[src/rtl/loader_pkg.sv]
// rtl/loader_pkg.sv - shared types and widths for the instruction-memory loader
package loader_pkg;

  localparam int BYTE_W     = 8;
  localparam int WORD_W     = 16;
  localparam int WORD_BYTES = 2;

  typedef enum logic [2:0] {
    IDLE,
    LEN_HI,
    LEN_LO,
    DATA_HI,
    DATA_LO,
    WRITE,
    DONE,
    ERR
  } state_t;

endpackage

[src/rtl/imem_loader_if.sv]
// rtl/imem_loader_if.sv - byte stream in, instruction-memory write port out
interface imem_loader_if;
  import loader_pkg::*;

  logic [BYTE_W-1:0] in_data;
  logic              in_valid;
  logic              in_ready;
  logic              we;
  logic [WORD_W-1:0] waddr;
  logic [WORD_W-1:0] wdata;

  modport master (
    output in_data,
    output in_valid,
    input  in_ready,
    input  we,
    input  waddr,
    input  wdata
  );

  modport slave (
    input  in_data,
    input  in_valid,
    output in_ready,
    output we,
    output waddr,
    output wdata
  );

endinterface

[src/rtl/imem_loader.sv]
// rtl/imem_loader.sv - length-prefixed big-endian byte stream to 16-bit instruction writes
module imem_loader
  import loader_pkg::*;
#(
  parameter logic [WORD_W-1:0] BASE_ADDR = 16'h0000,
  parameter int                MAX_WORDS = 32768
) (
  input  logic          clk,
  input  logic          rst,
  input  logic          start,
  imem_loader_if.slave  bus,
  output logic          cpu_hold,
  output logic          done,
  output logic          err
);

  localparam logic [WORD_W:0]   MAX_N = MAX_WORDS[WORD_W:0];
  localparam logic [WORD_W-1:0] STEP  = WORD_W'(WORD_BYTES);

  state_t            state;
  state_t            state_d;
  logic              rx_en;
  logic              xfer;
  logic [BYTE_W-1:0] len_hi_q;
  logic [BYTE_W-1:0] hi_q;
  logic [WORD_W-1:0] addr_q;
  logic [WORD_W-1:0] remaining_q;
  logic [WORD_W-1:0] waddr_q;
  logic [WORD_W-1:0] wdata_q;
  logic [WORD_W-1:0] len_n;
  logic              len_zero;
  logic              len_over;

  // Every output is a decode of the state register, so in_ready never depends on in_valid.
  assign rx_en        = (state == LEN_HI) || (state == LEN_LO) ||
                        (state == DATA_HI) || (state == DATA_LO);
  assign xfer         = rx_en & bus.in_valid;
  assign bus.in_ready = rx_en;
  assign bus.we       = (state == WRITE);
  assign bus.waddr    = waddr_q;
  assign bus.wdata    = wdata_q;
  assign cpu_hold     = (state != IDLE) && (state != DONE);
  assign done         = (state == DONE);
  assign err          = (state == ERR);

  assign len_n    = {len_hi_q, bus.in_data};
  assign len_zero = (len_n == '0);
  assign len_over = ({1'b0, len_n} > MAX_N);

  always_ff @(posedge clk or posedge rst) begin
    if (rst) begin
      state <= IDLE;
    end else begin
      state <= state_d;
    end
  end

  always_comb begin
    state_d = state;
    unique case (state)
      IDLE:    if (start) state_d = LEN_HI;
      LEN_HI:  if (xfer)  state_d = LEN_LO;
      LEN_LO: begin
        if (xfer) begin
          if (len_zero)      state_d = DONE;
          else if (len_over) state_d = ERR;
          else               state_d = DATA_HI;
        end
      end
      DATA_HI: if (xfer)  state_d = DATA_LO;
      DATA_LO: if (xfer)  state_d = WRITE;
      WRITE:   state_d = (remaining_q == WORD_W'(1)) ? DONE : DATA_HI;
      DONE:    if (start) state_d = LEN_HI;
      ERR:     if (start) state_d = LEN_HI;
      default: state_d = IDLE;
    endcase
  end

  // waddr/wdata are captured separately from the running address so they hold after WRITE.
  always_ff @(posedge clk or posedge rst) begin
    if (rst) begin
      len_hi_q    <= '0;
      hi_q        <= '0;
      addr_q      <= BASE_ADDR;
      remaining_q <= '0;
      waddr_q     <= BASE_ADDR;
      wdata_q     <= '0;
    end else begin
      unique case (state)
        LEN_HI: begin
          if (xfer) len_hi_q <= bus.in_data;
        end
        LEN_LO: begin
          if (xfer) begin
            addr_q      <= BASE_ADDR;
            remaining_q <= len_n;
          end
        end
        DATA_HI: begin
          if (xfer) hi_q <= bus.in_data;
        end
        DATA_LO: begin
          if (xfer) begin
            wdata_q <= {hi_q, bus.in_data};
            waddr_q <= addr_q;
          end
        end
        WRITE: begin
          addr_q      <= addr_q + STEP;
          remaining_q <= remaining_q - WORD_W'(1);
        end
        default: ;
      endcase
    end
  end

endmodule

[src/flat_wrapper.sv]
// flat-port wrapper written by rule: the top's interface ports become plain ports
module imem_loader_flat import loader_pkg::*;
#(
  parameter logic [WORD_W-1:0] BASE_ADDR = 16'h0000,
  parameter int                MAX_WORDS = 32768
)
  (clk, rst, start, cpu_hold, done, err, bus_in_data, bus_in_valid, bus_in_ready, bus_we, bus_waddr, bus_wdata);
  imem_loader_if bus_i ();
  input  logic clk;
  input  logic rst;
  input  logic start;
  output logic cpu_hold;
  output logic done;
  output logic err;
  input wire logic [$bits(bus_i.in_data)-1:0] bus_in_data;
  input wire logic [$bits(bus_i.in_valid)-1:0] bus_in_valid;
  output wire logic [$bits(bus_i.in_ready)-1:0] bus_in_ready;
  output wire logic [$bits(bus_i.we)-1:0] bus_we;
  output wire logic [$bits(bus_i.waddr)-1:0] bus_waddr;
  output wire logic [$bits(bus_i.wdata)-1:0] bus_wdata;
  assign bus_i.in_data = bus_in_data;
  assign bus_i.in_valid = bus_in_valid;
  assign bus_in_ready = bus_i.in_ready;
  assign bus_we = bus_i.we;
  assign bus_waddr = bus_i.waddr;
  assign bus_wdata = bus_i.wdata;
  imem_loader #(.BASE_ADDR(BASE_ADDR), .MAX_WORDS(MAX_WORDS)) u_core (.clk(clk), .rst(rst), .start(start), .bus(bus_i), .cpu_hold(cpu_hold), .done(done), .err(err));
endmodule
[config.mk]
export PLATFORM = sky130hd
export DESIGN_NAME = imem_loader_flat
export DESIGN_NICKNAME = d
export VERILOG_FILES = /design/src/rtl/loader_pkg.sv /design/src/rtl/imem_loader_if.sv /design/src/rtl/imem_loader.sv /design/src/flat_wrapper.sv
export SDC_FILE = /design/constraint.sdc
export NUM_CORES = 1
export LEC_CHECK = 0
export ABC_AREA = 0
export CAP_MARGIN = 15
export CORE_UTILIZATION = 50
export DETAILED_ROUTE_END_ITERATION = 7
export PLACE_DENSITY = 0.75
export SYNTH_ARGS = -nofsm -noshare
export SYNTH_HDL_FRONTEND = slang
export SYNTH_SLANG_ARGS = --single-unit
[constraint.sdc]
create_clock -name clk -period 3.75 [get_ports clk]
set_clock_uncertainty 0.1 [all_clocks]
set_input_delay 0.75 -clock clk [delete_from_list [all_inputs] [get_ports clk]]
set_output_delay 0.75 -clock clk [all_outputs]
set_load 0.1 [all_outputs]
==> impl_metrics.toml, run 1 <==
[outcome]
outcome = "finished clean"

[synthesis]
yosysMostFrequentCell = "dfrtp_1"
synthArstFlopShare_pct = 100.0
synth_flop_cell = "dfrtp_1"
synth.top_cells.by_count = "dfrtp_1 (81), mux2_2 (47), nand2_1 (33)"
syn_nets = 332
synthesis.area_um2 = 3682
ys_seq_area_share_pct = 55.05
yosysWarningCount = 0
netlist_top_cells_area = "dfrtp_1 (55%), mux2_2 (14%), nand2_1 (3.4%)"
synth_cell_type_count = 53
syn-instance-count = 317
ys_ff_latch = 81
synth_edf_count = 0
synth_top_area_cell = "dfrtp_1"
synth_top_area_share_pct = 55.05
syn-mean-instance-area_um2 = 11.62

[clock_tree]
clkLatencyLatePin_ps = 340
clockRootBuffer = "clkbuf_8"
h-tree-depth = 3
postCtsResizedCells = 0
clock_sinks = 81
post_cts_buffers = 0
cts_hold_buffers = 0
clk_pin_slew_worst_paths_ps = 80
clk_path_buf_depth = 2
cts_made_buffers = 9
cts_tree = "done"

[drt]
route.met3.wl_um = 275
detail-route-antenna-nets = 0
routed-via-count = 2587
maxUsedRoutingLayer = "met4"
vias_per_cell = 5.552
wl_per_cell_um = 14.86
drc = 0
drt_iter0_drc = 154
wl_met1_mm = 3.400
totalWireLength_mm = 6.926
firstDrtPassIters = 4
dr_wl_met2_mm = 3.130

[final_layout]
diodes = 0
nets = 380
drive_above_1_share_pct = 22.43
final.fill_count = 537
area_growth_pct = 20.93

[floorplanning]
die_x_um = 87.82
die_h_um = 87.82
core_um2 = 6944
start_util_pct = 53.03
die-area_um2 = 7711
ios = 49
rows = 30

[global_routing]
grt_pass1_wl_mm = 11.89
grt_pass1_vias = 2467
grt-ovfl-total = 0
grt_usage_pct = 20.31
grt_max_degree = 82
antenna_found_initial = 0

[setup_path]
worst-r2r-cell-count = 5
cpMaxStageDelayCell = "clkdlybuf4s50_1"
reg2reg_slack_ps = 1480
r2r-end = "u_core.remaining_q[11]"
crit_start = "u_core.bus.waddr[9]"
worst-path-stages = 1
crit_chain = "clkdlybuf4s50_1"
endpoint_kind = "output pin"
critical_path_class = "flop to output pin"
path_max_fanout = 2
path_buf_inv = 1
crit_family = "buffers and inverters"
setup.worst_path.start_class = "flop"
regToRegStartpoint = "u_core.state[2]"
critPathCapture = "bus_waddr[9]"
slowest_delay_ps = 1140
arrival_ps = 1840
worst_ep_required_time_ps = 2900

[sta]
finalSetupTns_ps = 0
fin_hold_ws_ps = 379.3
fmax_ghz = 0.3715
drv_slew = 0
final.period_utilization_pct = 71.78
maxSlewHeadroom_pct = 34.30
finalHoldViolCount = 0
rsz0062_at_grt = "false"
worstMarginPinSlew_ps = 982.4
setup_viol = 0
period_needed_ps = 2692

[worst_hold_path]
hold-path-cell-count = 1
worstHoldPathType = "flop to flop"

[placement]
place.gp.congestion = 0.8875
portBuffers = 47
dp_hpwl_mm = 4.833

[run]
cap_viol_max_count = 0
[stage by stage]
stage | util [%] | area [um^2] | worst slack, ps | std cells
4_1_cts | 64.13 | 4453 | 1020 | 466
2_1_floorplan | - | 3682 | 611.0 | 317
5_1_grt | 64.13 | 4453 | 980.8 | 466
6_report | 64.13 | 4453 | 1058 | 466
3_5_place_dp | 61.15 | 4247 | 918.3 | 450
3_3_place_gp | 61.15 | 4247 | 961.4 | 450
[layer usage]
layer / track usage [%] / vias up
li1: - / 1243
met1: 28.35 / 1277
met2: 30.73 / 57
met3: 4.053 / 10
met4: 9.240 / 0
met5: 0 / -
[cell usage in the layout, fill, tap and decap left out, drive strengths merged, types with 2 or more instances in the layout]
cell,n
ha,3
a22o,2
nor3b,2
and3,7
clkinv,4
clkdlybuf4s50,42
a221o,2
o31ai,3
a22oi,3
or3,3
buf,11
nand3,12
nor4,9
nand2,33
dfrtp,81
clkbuf,12
mux2i,5
a21oi,11
nand2b,3
or2,2
inv,3
o21ai,14
a211oi,2
xnor2,6
mux2,47
nor2,17
o311ai,5
or4b,2
o211ai,8
nor2b,2
[registers in the layout, indices dropped and copies added, names as in the netlist]
name,flops
u_core.bus.wdata,16
u_core.bus.waddr,15
u_core.addr_q,15
u_core.state,3
u_core.remaining_q,16
u_core.hi_q,8
u_core.len_hi_q,8
[layout make-up]
type	count	area (um^2)	area share [%]
multi-input combinational	215	1564	35.12
clock buffer	12	155.1	3.484
sequential	81	2027	45.52
tap	96	120.1	2.697
inverter	5	20.02	0.4496
clock inverter	4	51.30	1.152
timing repair buffer	53	515.5	11.58
[cell families (layout without fill, tap and decap cells)]
| kind of cell | count (synthesis) | in the layout | synth area share [%] |
|---|---|---|---|
| mux | 52 | 52 | 15.73 |
| compound gates | 54 | 54 | 9.990 |
| fa+ha+maj | 3 | 3 | 1.019 |
| simple gates | 98 | 98 | 13.97 |
| xor+xnor | 7 | 7 | 1.665 |
| buf+inv | 21 | 74 | 2.480 |
| other cells | 1 | 1 | 0.1018 |
| flops | 81 | 81 | 55.05 |
[worst min-delay path by stage]
stage	from	endpoint	slack, ps
global route	u_core.addr_q[15]	u_core.addr_q[15]	390
CTS	u_core.addr_q[15]	u_core.addr_q[15]	380
floorplan	u_core.addr_q[15]	u_core.addr_q[15]	340
finish	u_core.addr_q[15]	u_core.addr_q[15]	380
global placement	u_core.addr_q[15]	u_core.addr_q[15]	360
detailed placement	u_core.addr_q[15]	u_core.addr_q[15]	370
Power of run 1 is left out: the tool's default activity adds up to more than one toggle a clock period on the data nets, which glitch-free logic cannot reach.
==> run 2, diff against run 1 <==
==> constraint.sdc (replaced) <==
create_clock -name clk -period 2.7 [get_ports clk]
set_clock_uncertainty 0.1 [all_clocks]
set_input_delay 0.54 -clock clk [delete_from_list [all_inputs] [get_ports clk]]
set_output_delay 0.54 -clock clk [all_outputs]
set_load 0.1 [all_outputs]
==> impl_metrics.toml, run 2 (synthesis results as in run 1) <==
[sta]
finalHoldViolCount = 0
setup_viol = 0
finalSetupTns_ps = 0
fmax_ghz = 0.3966
fin_ws_ps = 178.3
fin_hold_ws_ps = 393.1
worstMarginPinSlew_ps = 652.5
rsz0062_at_grt = "false"
final.period_utilization_pct = 93.40
maxSlewHeadroom_pct = 56.10
period_needed_ps = 2522
drv_slew = 0

[clock_tree]
postCtsResizedCells = 0
clock_sinks = 81
clockRootBuffer = "clkbuf_8"
cts_tree = "done"
clkLatencyLatePin_ps = 340
h-tree-depth = 3
clk_path_buf_depth = 2
clk_pin_slew_worst_paths_ps = 80
cts_hold_buffers = 0
cts_made_buffers = 9
post_cts_buffers = 0

[final_layout]
nets = 385
final_common_cell = "dfrtp_1"
drive_above_1_share_pct = 32.53
layout_common_cells = "dfrtp_1 (81), mux2_2 (47), buf_4 (42), nand2_1 (33), nor2_1 (16)"
area_growth_pct = 21.81
final.fill_count = 547
diodes = 0

[setup_path]
slowest_delay_ps = 510
worst_ep_required_time_ps = 2060
setup.worst_path.start_class = "flop"
path_max_fanout = 13
path_buf_inv = 2
cpMaxStageDelayCell = "dfrtp_1"
critical_path_class = "flop to output pin"
arrival_ps = 1880
crit_chain = "nand3b_1 > clkinv_1 > buf_12"
endpoint_kind = "output pin"
crit_family = "buffers and inverters"
reg2reg_slack_ps = 440

[global_routing]
grt_pass1_wl_mm = 12.70
grt_max_degree = 82
grt_pass1_vias = 2545
grt_usage_pct = 21.78
antenna_found_initial = 0
grt-ovfl-total = 0

[drt]
vias_per_cell = 5.656
route.met3.wl_um = 354
firstDrtPassIters = 4
maxUsedRoutingLayer = "met4"
drt_iter0_drc = 281
wl_per_cell_um = 15.59
detail-route-antenna-nets = 0
dr_wl_met2_mm = 3.361
totalWireLength_mm = 7.345
wl_met1_mm = 3.543
drc = 0
routed-via-count = 2664

[placement]
portBuffers = 47
dp_hpwl_mm = 5.014
place.gp.congestion = 0.8010
place_ws_ps = 299.9

[outcome]
outcome = "finished clean"

[floorplanning]
die_x_um = 87.82
start_util_pct = 53.03
die-area_um2 = 7711
rows = 30
ios = 49
core_um2 = 6944
die_h_um = 87.82

[run]
cap_viol_max_count = 0

[worst_hold_path]
worstHoldPathType = "flop to flop"
==> run 2: cell types whose count changed in the layout (fill, tap and decap cells not counted), sizes merged <==
cell / delta
buf: +36
bufinv: +1
clkbuf: -3
clkdlybuf4s50: -31
clkinv: +1
inv: +1
==> run 2: area by class of cell <==
| class | count | area (um^2) | share of cell area [%] |
|---|---|---|---|
| flip-flops and latches | 81 | 2027 | 45.19 |
| multi-input cells | 215 | 1574 | 35.09 |
| repair buffers | 58 | 525.5 | 11.72 |
| clock buffers | 9 | 123.9 | 2.762 |
| well taps | 96 | 120.1 | 2.678 |
| clock inverters | 7 | 92.59 | 2.064 |
| inverters | 5 | 22.52 | 0.5021 |
==> run 2: worst paths after layout <==
kind / start / endpoint / cells after the start
max: u_core.state[0] / bus_we / 3
min: u_core.addr_q[15] / u_core.addr_q[15] / 1
max reg2reg: u_core.state[0] / u_core.remaining_q[5] / 5
min reg2reg: u_core.addr_q[15] / u_core.addr_q[15] / 1
max in group asynchronous: rst / u_core.hi_q[7] / 3
min in group asynchronous: rst / u_core.bus.waddr[8] / 3
==> run 2: stage by stage <==
step	std cells	instance area [um^2]	utilization, %
after detailed placement	455	4269	61.48
final	471	4486	64.59
after CTS	471	4486	64.59
after global routing	471	4486	64.59
after global placement	455	4269	61.48
after floorplan	317	3696	-
==> run 2: layer usage <==
metal  global-route usage (%)  vias up
met3                    3.770        6
met4                    9.687        0
met2                    31.71       78
li1                         -     1261
met5                        0        -
met1                    32.03     1319
Power of run 2 is left out for the same reason.
